<file path="config.mk">
export PLATFORM = sky130hd
export DESIGN_NAME = decode_stage
export DESIGN_NICKNAME = d
export VERILOG_FILES = /design/src/rtl/decode_stage_pkg.sv /design/src/rtl/decode_comb.sv /design/src/rtl/decode_stage.sv
export SDC_FILE = /design/constraint.sdc
export NUM_CORES = 1
export LEC_CHECK = 0
export CORE_UTILIZATION = 45
export CTS_CLUSTER_DIAMETER = 100
export DETAILED_ROUTE_END_ITERATION = 16
export PLACE_DENSITY = 0.83
export SYNTH_ARGS = -nofsm -noshare
export SYNTH_HDL_FRONTEND = slang
export SYNTH_HIERARCHICAL = 1
export SYNTH_SLANG_ARGS = --single-unit
</file>
<file path="constraint.sdc">
create_clock -name clk -period 3.4 [get_ports clk]
set_input_delay 0.68 -clock clk [delete_from_list [all_inputs] [get_ports clk]]
set_output_delay 0.68 -clock clk [all_outputs]
set_load 0.02 [all_outputs]
</file>
<file path="src/rtl/decode_stage_pkg.sv">
// Shared encodings for the decode stage: MIPS opcode/funct values, ALU operation
// codes, the regwrite encoding and the decoded-control bundle.
package decode_stage_pkg;

  localparam logic [5:0] OP_RTYPE  = 6'h00;
  localparam logic [5:0] OP_REGIMM = 6'h01;
  localparam logic [5:0] OP_J      = 6'h02;
  localparam logic [5:0] OP_JAL    = 6'h03;
  localparam logic [5:0] OP_BEQ    = 6'h04;
  localparam logic [5:0] OP_ADDIU  = 6'h09;
  localparam logic [5:0] OP_ORI    = 6'h0D;
  localparam logic [5:0] OP_LUI    = 6'h0F;
  localparam logic [5:0] OP_LW     = 6'h23;
  localparam logic [5:0] OP_SW     = 6'h2B;

  localparam logic [5:0] FN_JR   = 6'h08;
  localparam logic [5:0] FN_MFHI = 6'h10;
  localparam logic [5:0] FN_MFLO = 6'h12;
  localparam logic [5:0] FN_MULT = 6'h18;
  localparam logic [5:0] FN_ADDU = 6'h21;
  localparam logic [5:0] FN_SUBU = 6'h23;
  localparam logic [5:0] FN_AND  = 6'h24;
  localparam logic [5:0] FN_OR   = 6'h25;
  localparam logic [5:0] FN_SLTU = 6'h2B;

  localparam logic [3:0] ALU_AND  = 4'b0000;
  localparam logic [3:0] ALU_OR   = 4'b0001;
  localparam logic [3:0] ALU_ADD  = 4'b0010;
  localparam logic [3:0] ALU_SUB  = 4'b0110;
  localparam logic [3:0] ALU_MULT = 4'b0111;
  localparam logic [3:0] ALU_LUI  = 4'b1000;
  localparam logic [3:0] ALU_MFLO = 4'b1010;
  localparam logic [3:0] ALU_MFHI = 4'b1100;
  localparam logic [3:0] ALU_SLTU = 4'b1110;
  localparam logic [3:0] ALU_NONE = 4'b1111;

  typedef enum logic [1:0] {
    RW_NONE   = 2'b00,
    RW_RESULT = 2'b01,
    RW_LINK   = 2'b10
  } regwrite_e;

  typedef struct packed {
    logic       memtoreg;
    logic       memwrite;
    logic       alusrcbimm;
    logic       jump;
    logic       jr;
    logic       beq;
    logic       bltz;
    regwrite_e  regwrite;
    logic [4:0] destreg;
    logic [4:0] rs;
    logic [4:0] rt;
    logic [3:0] alucontrol;
    logic       illegal;
  } ctrl_t;

  // Idle value of the bundle: everything off, ALU code "no operation".
  function automatic ctrl_t ctrl_reset();
    ctrl_t c;
    c            = '0;
    c.regwrite   = RW_NONE;
    c.alucontrol = ALU_NONE;
    return c;
  endfunction

endpackage

</file>
<file path="src/rtl/decode_comb.sv">
// Purely combinational instruction-word to control-bundle mapping.
module decode_comb
  import decode_stage_pkg::*;
(
  input  logic [31:0] instr,
  output ctrl_t       ctrl,
  output logic        is_mult,
  output logic        uses_mult
);

  logic [5:0] op;
  logic [5:0] funct;
  logic [4:0] shamt;

  assign op    = instr[31:26];
  assign funct = instr[5:0];
  assign shamt = instr[10:6];

  always_comb begin
    ctrl      = ctrl_reset();
    ctrl.rs   = instr[25:21];
    ctrl.rt   = instr[20:16];
    is_mult   = 1'b0;
    uses_mult = 1'b0;
    case (op)
      OP_RTYPE: begin
        ctrl.destreg  = instr[15:11];
        ctrl.regwrite = RW_RESULT;
        case (funct)
          FN_ADDU: ctrl.alucontrol = ALU_ADD;
          FN_SUBU: ctrl.alucontrol = ALU_SUB;
          FN_AND:  ctrl.alucontrol = ALU_AND;
          FN_OR:   ctrl.alucontrol = ALU_OR;
          FN_SLTU: ctrl.alucontrol = ALU_SLTU;
          FN_MFHI: begin
            ctrl.alucontrol = ALU_MFHI;
            uses_mult       = 1'b1;
          end
          FN_MFLO: begin
            ctrl.alucontrol = ALU_MFLO;
            uses_mult       = 1'b1;
          end
          FN_MULT: begin
            ctrl.alucontrol = ALU_MULT;
            ctrl.regwrite   = RW_NONE;
            is_mult         = 1'b1;
            uses_mult       = 1'b1;
          end
          FN_JR: begin
            ctrl.jr       = 1'b1;
            ctrl.regwrite = RW_NONE;
          end
          default: begin
            ctrl.illegal  = 1'b1;
            ctrl.regwrite = RW_NONE;
          end
        endcase
        // None of the supported R-type ops use a shift amount.
        if (shamt != 5'd0) begin
          ctrl          = ctrl_reset();
          ctrl.rs       = instr[25:21];
          ctrl.rt       = instr[20:16];
          ctrl.destreg  = instr[15:11];
          ctrl.illegal  = 1'b1;
          is_mult       = 1'b0;
          uses_mult     = 1'b0;
        end
      end
      OP_LW: begin
        ctrl.destreg    = instr[20:16];
        ctrl.memtoreg   = 1'b1;
        ctrl.alusrcbimm = 1'b1;
        ctrl.regwrite   = RW_RESULT;
        ctrl.alucontrol = ALU_ADD;
      end
      OP_SW: begin
        ctrl.destreg    = instr[20:16];
        ctrl.memwrite   = 1'b1;
        ctrl.alusrcbimm = 1'b1;
        ctrl.alucontrol = ALU_ADD;
      end
      OP_BEQ: begin
        ctrl.destreg    = instr[20:16];
        ctrl.beq        = 1'b1;
        ctrl.alucontrol = ALU_SUB;
      end
      OP_REGIMM: begin
        ctrl.destreg    = instr[20:16];
        ctrl.bltz       = 1'b1;
        ctrl.alucontrol = ALU_SLTU;
      end
      OP_ADDIU, OP_ORI, OP_LUI: begin
        ctrl.destreg    = instr[20:16];
        ctrl.alusrcbimm = 1'b1;
        ctrl.regwrite   = RW_RESULT;
        ctrl.alucontrol = (op == OP_ADDIU) ? ALU_ADD : (op == OP_ORI) ? ALU_OR : ALU_LUI;
      end
      OP_J: begin
        ctrl.jump = 1'b1;
      end
      OP_JAL: begin
        ctrl.jump     = 1'b1;
        ctrl.destreg  = 5'd31;
        ctrl.regwrite = RW_LINK;
      end
      default: ctrl.illegal = 1'b1;
    endcase
  end

endmodule

</file>
<file path="src/rtl/decode_stage.sv">
// Single-slot registered decode stage with ready/valid handshakes, a load-use
// interlock and a multiply-latency interlock.
module decode_stage
  import decode_stage_pkg::*;
#(
  parameter int unsigned MULT_LAT  = 4,
  parameter int unsigned HAZARD_EN = 1
) (
  input  logic        clk,
  input  logic        reset_n,
  input  logic        in_valid,
  output logic        in_ready,
  input  logic [31:0] in_instr,
  input  logic        flush,
  output logic        out_valid,
  input  logic        out_ready,
  output logic        out_memtoreg,
  output logic        out_memwrite,
  output logic        out_alusrcbimm,
  output logic        out_jump,
  output logic        out_jr,
  output logic        out_beq,
  output logic        out_bltz,
  output logic [1:0]  out_regwrite,
  output logic [4:0]  out_destreg,
  output logic [4:0]  out_rs,
  output logic [4:0]  out_rt,
  output logic [3:0]  out_alucontrol,
  output logic        out_illegal,
  output logic        mult_busy
);

  localparam logic [3:0] MULT_LOAD = 4'(MULT_LAT);

  ctrl_t      in_ctrl;
  logic       in_is_mult;
  logic       in_uses_mult;
  ctrl_t      slot_reg;
  logic       slot_mult_reg;
  logic       valid_reg;
  logic [3:0] mult_cnt_reg;
  logic       load_use;
  logic       mult_stall;
  logic       accept;
  logic       out_fire;

  decode_comb u_decode (
    .instr     (in_instr),
    .ctrl      (in_ctrl),
    .is_mult   (in_is_mult),
    .uses_mult (in_uses_mult)
  );

  // The stalled cycle keeps the slot empty once the lw leaves, which is the bubble.
  assign load_use = (HAZARD_EN != 0) && valid_reg && slot_reg.memtoreg &&
                    (slot_reg.destreg != 5'd0) &&
                    ((in_ctrl.rs == slot_reg.destreg) || (in_ctrl.rt == slot_reg.destreg));

  // A mult still waiting in the slot has not loaded the counter yet, so it blocks too.
  assign mult_stall = in_uses_mult && ((mult_cnt_reg != 4'd0) || (valid_reg && slot_mult_reg));

  assign in_ready = (~valid_reg | out_ready) & ~flush & ~(load_use | mult_stall);
  assign accept   = in_valid & in_ready;
  assign out_fire = valid_reg & out_ready;

  always_ff @(posedge clk or negedge reset_n) begin
    if (!reset_n) begin
      valid_reg     <= 1'b0;
      slot_reg      <= ctrl_reset();
      slot_mult_reg <= 1'b0;
    end else if (flush) begin
      valid_reg <= 1'b0;
    end else if (accept) begin
      valid_reg     <= 1'b1;
      slot_reg      <= in_ctrl;
      slot_mult_reg <= in_is_mult;
    end else if (out_fire) begin
      valid_reg <= 1'b0;
    end
  end

  always_ff @(posedge clk or negedge reset_n) begin
    if (!reset_n) begin
      mult_cnt_reg <= 4'd0;
    end else if (out_fire && slot_mult_reg) begin
      mult_cnt_reg <= MULT_LOAD;
    end else if (mult_cnt_reg != 4'd0) begin
      mult_cnt_reg <= mult_cnt_reg - 4'd1;
    end
  end

  assign out_valid      = valid_reg;
  assign out_memtoreg   = slot_reg.memtoreg;
  assign out_memwrite   = slot_reg.memwrite;
  assign out_alusrcbimm = slot_reg.alusrcbimm;
  assign out_jump       = slot_reg.jump;
  assign out_jr         = slot_reg.jr;
  assign out_beq        = slot_reg.beq;
  assign out_bltz       = slot_reg.bltz;
  assign out_regwrite   = slot_reg.regwrite;
  assign out_destreg    = slot_reg.destreg;
  assign out_rs         = slot_reg.rs;
  assign out_rt         = slot_reg.rt;
  assign out_alucontrol = slot_reg.alucontrol;
  assign out_illegal    = slot_reg.illegal;
  assign mult_busy      = (mult_cnt_reg != 4'd0);

endmodule

</file>
* Word level (Yosys, flattened, before mapping) *
Index checks and enable logic that the tools add are counted.

operators by class
  multiplexer cells = 30
  bitwise gates (word level) = 9
  equal/unequal tests = 20
  reduce and logical (&&, ||, !) cells = 25
  add/sub/neg operators = 1

operators with widths
  operator                                                                count
  6-bit equality test (second input constant)                             7
  4-bit case mux with 8 select lines                                      1
  25-bit two-way mux                                                      1
  6-bit by 4-bit equality test with 1-bit output (second input constant)  4
  4-bit case mux with 5 select lines                                      1
  6-bit by 5-bit equality test with 1-bit output (second input constant)  3
  9-bit OR reduction                                                      2
  4-bit two-way mux                                                       4
  5-bit case mux with 3 select lines                                      1
  1-bit case mux with 2 select lines                                      7
  7-bit OR reduction                                                      2
  1-bit two-way mux                                                       13
  6-bit by 2-bit equality test with 1-bit output (second input constant)  2
  5-bit equality test                                                     2
  10-bit two-way mux                                                      1
  5-bit nonzero test                                                      2
  6-bit by 1-bit equality test with 1-bit output (second input constant)  1
  6-bit by 3-bit equality test with 1-bit output (second input constant)  1
  1-bit logical AND                                                       6
  6-bit logical NOT                                                       1
  2-bit case mux with 3 select lines                                      1
  3-bit OR reduction                                                      2
  5-bit OR reduction                                                      1
  1-bit AND                                                               4
  other kinds (10)                                                        15

storage, ports and cells
  register bits after elaboration = 35
  word-level logic and storage cells = 101
  bits of input ports = 37

* Logic depth before layout (Yosys ltp) *
Gate-level depths: netlist (run 1).

  word-level depth = 14
  depth in mapped cells = 12
  depth with buffers taken out = 9

* By module *
The synthesis (run 1) kept the hierarchy.

by module, submodules not included
  module        instances  cells an instance  area each (um^2)
  decode_stage  1          109                1684.1
  decode_comb   1          130                839.6

* Least setup slack after synthesis (run 1) *
Ideal clock, no wire load.

  path type = input to output
  start point = in in_instr[28]
  end point = out in_ready
  buffers on the path = 2
  data required time = 2720 ps
  path slack = 427 ps
  cell stages on the path = 10
  arrival time = 2293 ps
  cells stage by stage = buf_2 or4_4 buf_6 nor2_8 nand3_2 a21oi_2 nand2_1 nand2_1 a221oi_4 o21a_1

between the ends
  elaborated cells between the ends (all ways) = 11

RTL lines
  what               RTL line            RTL
  start, declared    decode_stage.sv:13  input logic [31:0] in_instr,
  6-bit logical NOT  decode_comb.sv:25   case (op)
  1-bit two-way mux  decode_comb.sv:25
  via in_uses_mult   decode_stage.sv:37  logic in_uses_mult;
  1-bit logical AND  decode_stage.sv:60  assign mult_stall = in_uses_mult && ((mult_cnt_reg != 4'd0) || (valid_reg && slot_mult_reg));
  1-bit bitwise OR   decode_stage.sv:62  assign in_ready = (~valid_reg | out_ready) & ~flush & ~(load_use | mult_stall);
  1-bit NOT          decode_stage.sv:62
  1-bit AND          decode_stage.sv:62
  end, declared      decode_stage.sv:12  output logic in_ready,

The timed path passes the listed nets, and every way through them passes these cells.

* Worst setup path in the final report (run 1) *
  start point = in in_instr[29]
  end point = out in_ready

The elaborated chain is that of the path after synthesis.

==> impl_metrics.env, run 1 <==
export IMPL_result_of_the_run="completed"
export IMPL_final_setup_skew_ns=0.00482
export IMPL_power_share_switching_pct=30.7
export IMPL_startpoint_type="input port"
export IMPL_count_of_endpoints_failing_hold_in_the_final_timing_report=0
export IMPL_h_tree_depth=2
export IMPL_initial_core_util_pct=48.2
export IMPL_sequential_power_share_pct=38.5
export IMPL_cts_post_setup_buffers_inserted=0
export IMPL_synth_enable_flop_cells=0
export IMPL_grt_remaining_overflow=0
export IMPL_layout_worst_path_cycle_share_pct=95.9
export IMPL_slew_violations=0
export IMPL_cts_sinks=35
export IMPL_most_used_dff_post_synth="dfrtp_1"
export IMPL_synth_ff_latch_count=35
export IMPL_rsz_0062_raised_after_global_routing="false"
export IMPL_max_slew_worst_pin_slew_ns=0.455
export IMPL_synth_to_layout_area_growth_pct=35.3
export IMPL_place_hpwl_um=4270
export IMPL_internal_power_mw=0.948
export IMPL_drt_first_iter_violations=121
export IMPL_timing_final_ws_setup_ns=0.140
export IMPL_fp_dieArea_um2=5910
export IMPL_worst_setup_timing_slack_at_the_placement_stage_ns=-0.254
export IMPL_cp_slowest_stage_delay_ns=0.59
export IMPL_cp_slowest_cell="or4_4"
export IMPL_gp_congestion=0.863
export IMPL_detail_route_drc_violations=0
export IMPL_vias_in_the_first_global_route=2003
export IMPL_route_detailed_vias_per_inst=5.32
export IMPL_post_synth_num_cell_types=61
export IMPL_die_y_um=76.9
export IMPL_setup_viol=0
export IMPL_antenna_cells=0
export IMPL_grt_antenna_before_repair=0
export IMPL_chipWidth_um=76.9
export IMPL_global_route_usage_total_pct=20.9
export IMPL_kind_of_cell_with_the_highest_combined_delay_on_the_critical_path="simple AND/OR/NAND/NOR gates"
export IMPL_synth_async_sr_flop_share_pct=100
export IMPL_clk_transition_reported_paths_ns=0.07
export IMPL_synthesis_area_per_instance_um2=10.6
export IMPL_holdCritPathClass="reg2reg"
export IMPL_numPortBuffers=68
export IMPL_detail_route_wirelength_um=5720
export IMPL_cp_end_kind="output pin"
export IMPL_ios=69
export IMPL_worstPathCellList="clkdlybuf4s50_1 > or4_4 > nor2_8 > nand3_2 > a21oi_2 > nand2_1 > nand2_1 > a221oi_4 > o21a_1 > buf_2"
export IMPL_cellPowerDensity_nw_per_um2=401
export IMPL_detailed_router_iteration_count_before_antenna_repair=4
export IMPL_placement_rows=26
export IMPL_wire_length_of_the_first_global_routing_pass_um=9780
export IMPL_critPathMostFrequentCell="nand2_1"
export IMPL_crit_path_category="in2out"
export IMPL_insertion_delay_ns=0.29
export IMPL_routed_via_count=2043
export IMPL_totalPowerFinal_mw=1.37
export IMPL_grt_start_max_net_pins=36
export IMPL_layout_filler_cells=427
export IMPL_netSwitchingPower_mw=0.419
export IMPL_cts_root_buffer="clkbuf_8"
export IMPL_timing_critical_path_arrival_ns=2.58
export IMPL_share_comb_of_total_power_pct=33.4
export IMPL_timing_max_cap_violations=0
export IMPL_nNetsFinal=352
export IMPL_post_synth_instance_area_um2=2520
export IMPL_fmax_mhz=307
export IMPL_max_vdd_ir_drop_v=0.000276
export IMPL_syn_inst=239
export IMPL_sequential_cell_area_fraction_in_the_yosys_report_pct=34.9
export IMPL_max_slew_margin_rel_pct=69.7
export IMPL_cts_tree="built"
export IMPL_postRouteAntennaNets=0
export IMPL_most_frequent_cells_in_the_layout="clkdlybuf4s50_1 (67), dfrtp_1 (31), mux2_4 (29)"
export IMPL_drive_above_1_share_pct=26.1
export IMPL_cts_inserted_buffers=5
export IMPL_synth_nets=278
export IMPL_static_leakage_power_nw=1.53
export IMPL_required_ns=2.72
export IMPL_cts_root_to_sink_buffers=2
export IMPL_p_clk_share_pct=28.1
export IMPL_cp_buffers_inverters=2
export IMPL_fp_coreArea_um2=5240
export IMPL_post_route_hold_slack_ns=0.515
export IMPL_routed_wire_length_per_instance_um=14.9
export IMPL_tns_ns=0
export IMPL_synthesis_yosys_warnings=6
export IMPL_fin_util_pct=65.2
export IMPL_period_needed_ns=3.26
export IMPL_layout_cells_most_common="clkdlybuf4s50_1"
export IMPL_worstPathMaxFanout=2
[repair_timing]
item / in CTS / in global routing
pin swaps: 0 / 1
endpoints found under the setup margin: 1 / 1
gates resized for setup: 3 / 1
hold buffers: 0 / 0
[cells by family (layout without fill, tap and decap cells)]
logic type	after synthesis	count (layout)	synth area share, %
AOI/OAI and AO/OA	46	46	14.8
adders and majority gates	2	2	0.991
and+or+nand+nor	72	72	17.3
muxes	31	31	18.1
buffers and inverters	39	114	9.12
xor gates and xnor gates	14	14	4.86
DFF	35	35	34.9
[worst paths after layout]
| kind | from | endpoint | slack (ns) | cells after the start |
|---|---|---|---|---|
| hold / removal | out_regwrite[1] | out_regwrite[1] | 0.52 | 1 |
| setup / recovery | in_instr[29] | in_ready | 0.14 | 10 |
| hold reg to reg | out_regwrite[1] | out_regwrite[1] | 0.52 | 1 |
| setup reg to reg | mult_cnt_reg[0] | out_rt[4] | 1.05 | 8 |
| max in group asynchronous | reset_n | out_alucontrol[2] | 2.26 | 2 |
| min in group asynchronous | reset_n | mult_cnt_reg[1] | 0.80 | 2 |
[worst reg2reg max path, cell delays in order (launching register included)]
cell	delay, ns
dfrtp_1	0.41
inv_1	0.09
ha_1	0.14
or3b_1	0.49
a221oi_4	0.35
buf_4	0.16
o211ai_4	0.08
buf_12	0.20
mux2_4	0.32
[through the flow]
step,instance area [um^2],instances
finish,3410,384
floorplan,2520,239
detailed placement,3310,376
CTS,3420,384
global route,3410,384
global placement,3310,376
[power groups by stage]
stage          clock network (mW)  registers, mW  logic, mW
2_1_floorplan                   0          0.569      0.250
3_3_place_gp                    0          0.531      0.450
3_5_place_dp                    0          0.535      0.462
5_1_grt                     0.417          0.535      0.496
4_1_cts                     0.392          0.527      0.463
6_report                    0.385          0.526      0.457
[area by class of cell]
| type | instances | area, um^2 | share of cell area [%] |
|---|---|---|---|
| well taps | 70 | 87.6 | 2.57 |
| inverters | 14 | 52.6 | 1.54 |
| multi-input cells | 165 | 1410 | 41.4 |
| flip-flops and latches | 35 | 881 | 25.8 |
| repair buffers | 92 | 868 | 25.4 |
| clock inverters | 3 | 43.8 | 1.28 |
| clock buffers | 5 | 68.8 | 2.02 |
[synth_stat cells (all sizes together), types with 5 or more instances]
| master | n | area, um^2 |
|---|---|---|
| a211oi | 7 | 57.6 |
| a21oi | 6 | 33.8 |
| buf | 17 | 148 |
| clkbuf | 8 | 30.0 |
| dfrtp | 31 | 776 |
| inv | 14 | 52.6 |
| mux2 | 30 | 447 |
| nand2 | 9 | 36.3 |
| nand2b | 7 | 43.8 |
| nor2 | 13 | 67.6 |
| nor3 | 9 | 45.0 |
| nor4 | 9 | 56.3 |
| o21ai | 5 | 25.0 |
| o31ai | 5 | 37.5 |
| xor2 | 11 | 96.3 |
[metal layers]
| layer | global-route usage [%] | wire (um) |
|---|---|---|
| met3 | 4.64 | 274 |
| met2 | 33.5 | 2750 |
| met4 | 4.62 | 42 |
| met5 | 0 | 0 |
| met1 | 28.8 | 2660 |
No activity file was read; power rests on OpenSTA's default activity.
==> run 2, diff against run 1 <==
REMOVE_ABC_BUFFERS = 1   (was unset)
==> run 2 against run 1 <==
Effect of this change: critical endpoint unchanged; non-clock buffer count down 2; global-route usage down 0.41 points; die area unchanged; final area down 0.44%; clock skew up 0.0085 ns; setup slack worse by 0.036 ns; register-to-register slack worse by 0.03 ns; core utilization down 0.29 points; sequential share of layout area up 0.11 points; critical path type unchanged; highest routed layer unchanged; sequential power about the same; routed wire length up 2.4%.
==> impl_metrics.env, run 2 (synthesized netlist as in run 1, its figures left out) <==
export IMPL_result_of_the_run="completed"
export IMPL_max_slew_worst_pin_slew_ns=0.466
export IMPL_fin_util_pct=64.9
export IMPL_nNetsFinal=350
export IMPL_detail_route_drc_violations=0
export IMPL_initial_core_util_pct=48.2
export IMPL_chipWidth_um=76.9
export IMPL_post_route_m1_wl_um=2640
export IMPL_highest_signal_layer="met4"
export IMPL_timing_max_cap_violations=0
export IMPL_setup_viol=0
export IMPL_ios=69
export IMPL_layout_cells_most_common="clkdlybuf4s50_1"
export IMPL_cts_root_buffer="clkbuf_8"
export IMPL_drive_above_1_share_pct=25.6
export IMPL_crit_path_category="in2out"
export IMPL_grt_remaining_overflow=0
export IMPL_multi_input_area_um2=1420
export IMPL_startpoint_type="input port"
export IMPL_cts_inserted_buffers=5
export IMPL_regToRegEndpoint="out_bltz"
export IMPL_h_tree_depth=2
export IMPL_cellPowerDensity_nw_per_um2=384
export IMPL_holdCritPathClass="reg2reg"
export IMPL_ff_latch_area_um2=881
export IMPL_final_cell_count_no_fill=382
export IMPL_fmax_mhz=303
export IMPL_worstRegToRegCells=8
export IMPL_rsz_0062_raised_after_global_routing="false"
export IMPL_routed_via_count=2052
export IMPL_timing_final_ws_setup_ns=0.104
export IMPL_r2r_start="mult_cnt_reg[0]"
export IMPL_cts_root_to_sink_buffers=2
export IMPL_clk_transition_reported_paths_ns=0.08
export IMPL_cp_end_kind="output pin"
export IMPL_max_slew_margin_rel_pct=68.9
export IMPL_post_route_hold_slack_ns=0.514
export IMPL_detailed_router_iteration_count_before_antenna_repair=4
export IMPL_grt_antenna_before_repair=0
export IMPL_gp_congestion=0.847
export IMPL_wire_length_of_the_first_global_routing_pass_um=9600
export IMPL_layout_worst_path_cycle_share_pct=96.9
export IMPL_final_setup_skew_ns=0.0133
export IMPL_cts_tree="built"
export IMPL_postRouteAntennaNets=0
export IMPL_most_frequent_cells_in_the_layout="clkdlybuf4s50_1 (67), dfrtp_1 (31), mux2_4 (29)"
export IMPL_max_vdd_ir_drop_v=0.000209
export IMPL_die_y_um=76.9
export IMPL_static_leakage_power_nw=1.51
export IMPL_placement_rows=26
export IMPL_antenna_cells=0
export IMPL_hold_depth=1
export IMPL_insertion_delay_ns=0.29
export IMPL_detailroute_wirelength_met2_um=2790
export IMPL_dp_cells=374
export IMPL_route_detailed_vias_per_inst=5.37
export IMPL_timing_critical_path_arrival_ns=2.62
export IMPL_required_ns=2.72
export IMPL_totalPowerFinal_mw=1.31
export IMPL_grt_start_max_net_pins=36
export IMPL_cts_sinks=35
export IMPL_count_of_endpoints_failing_hold_in_the_final_timing_report=0
export IMPL_hold_path_startpoint="out_rs[4]"
export IMPL_period_needed_ns=3.30
export IMPL_numPortBuffers=68
export IMPL_worst_setup_timing_slack_at_the_placement_stage_ns=-0.295
export IMPL_met3WireLength_um=360
export IMPL_hold_path_endpoint="out_rs[4]"
export IMPL_synth_to_layout_area_growth_pct=34.7
export IMPL_fp_coreArea_um2=5240
export IMPL_drt_first_iter_violations=103
export IMPL_place_hpwl_um=4360
export IMPL_layout_filler_cells=435
export IMPL_vias_in_the_first_global_route=1986
export IMPL_r2r_slack_ns=1.02
export IMPL_fp_dieArea_um2=5910
export IMPL_worstPathMaxFanout=2
export IMPL_slew_violations=0
export IMPL_global_route_usage_total_pct=20.5
export IMPL_detail_route_wirelength_um=5860
export IMPL_post_cts_hold_buffer_count=0
export IMPL_routed_wire_length_per_instance_um=15.3
[run 2: changes by cell type in the layout (fill, tap and decap cells not counted)]
cell,previous run,this run
buf_4,23,20
clkinvlp_4,0,2
a21oi_2,1,0
a21oi_4,0,1
buf_12,1,2
bufinv_16,1,0
clkinv_2,1,0
clkinv_4,1,0
inv_6,0,1
[run 2: layout make-up]
type,instances,share of cell area (%)
clock inverters,3,0.699
clock buffers,5,2.02
multi-input cells,165,41.8
well taps,70,2.58
repair buffers,90,25.5
inverters,14,1.55
flip-flops and latches,35,25.9
[run 2: how the worst max path moves through the flow]
stage                            start                 to  slack (ns)  cells after the start
after floorplan           in_instr[31]  out_alucontrol[1]        0.47                      9
after global placement    in_instr[31]           in_ready       -0.22                     10
after CTS                 in_instr[29]           in_ready       0.006                     10
final                     in_instr[31]           in_ready        0.10                     10
after detailed placement  in_instr[31]           in_ready       -0.29                     10
after global routing      in_instr[31]           in_ready        0.05                     10
[run 2: routing by layer]
layer	vias up	global-route usage [%]
li1	994	-
met1	971	27.9
met2	80	31.8
met3	7	5.12
met4	0	6.54
met5	-	0
[run 2: what timing repair did]
action,4_1_cts,5_1_grt
setup endpoints to repair,1,1
cloned,0,0
pin swaps,1,1
buffers inserted,0,0
resized for setup,4,1
[run 2: power by group]
group          switching [mW]  internal, mW  leakage (nW)  total (mW)
registers              0.0478         0.480         0.437       0.528
logic                   0.211         0.250          1.04       0.461
clock network           0.170         0.147        0.0408       0.317
[run 2: critical path, stage by stage]
cell and delay (ns):
clkdlybuf4s50_1 0.42, or4_4 0.59, nor2_8 0.13, nand3_2 0.10, a21oi_4 0.17, nand2_1 0.08
nand2_1 0.10, a221oi_4 0.07, o21a_1 0.12, buf_2 0.15
[run 2: stage by stage]
stage                     setup TNS (ns)  area [um^2]
final                                  0         3400
after global routing                   0         3400
after CTS                              0         3410
after detailed placement          -0.295         3300
after global placement            -0.223         3300
after floorplan                        0         2350
==> run 3, diff against run 2 <==
ABC_CLOCK_PERIOD_IN_PS = 3400   (was unset)
CTS_BUF_LIST = sky130_fd_sc_hd__clkbuf_8   (was unset)
==> results of run 3 <==
Final layout, timing and power as in run 2 (identical DEF).
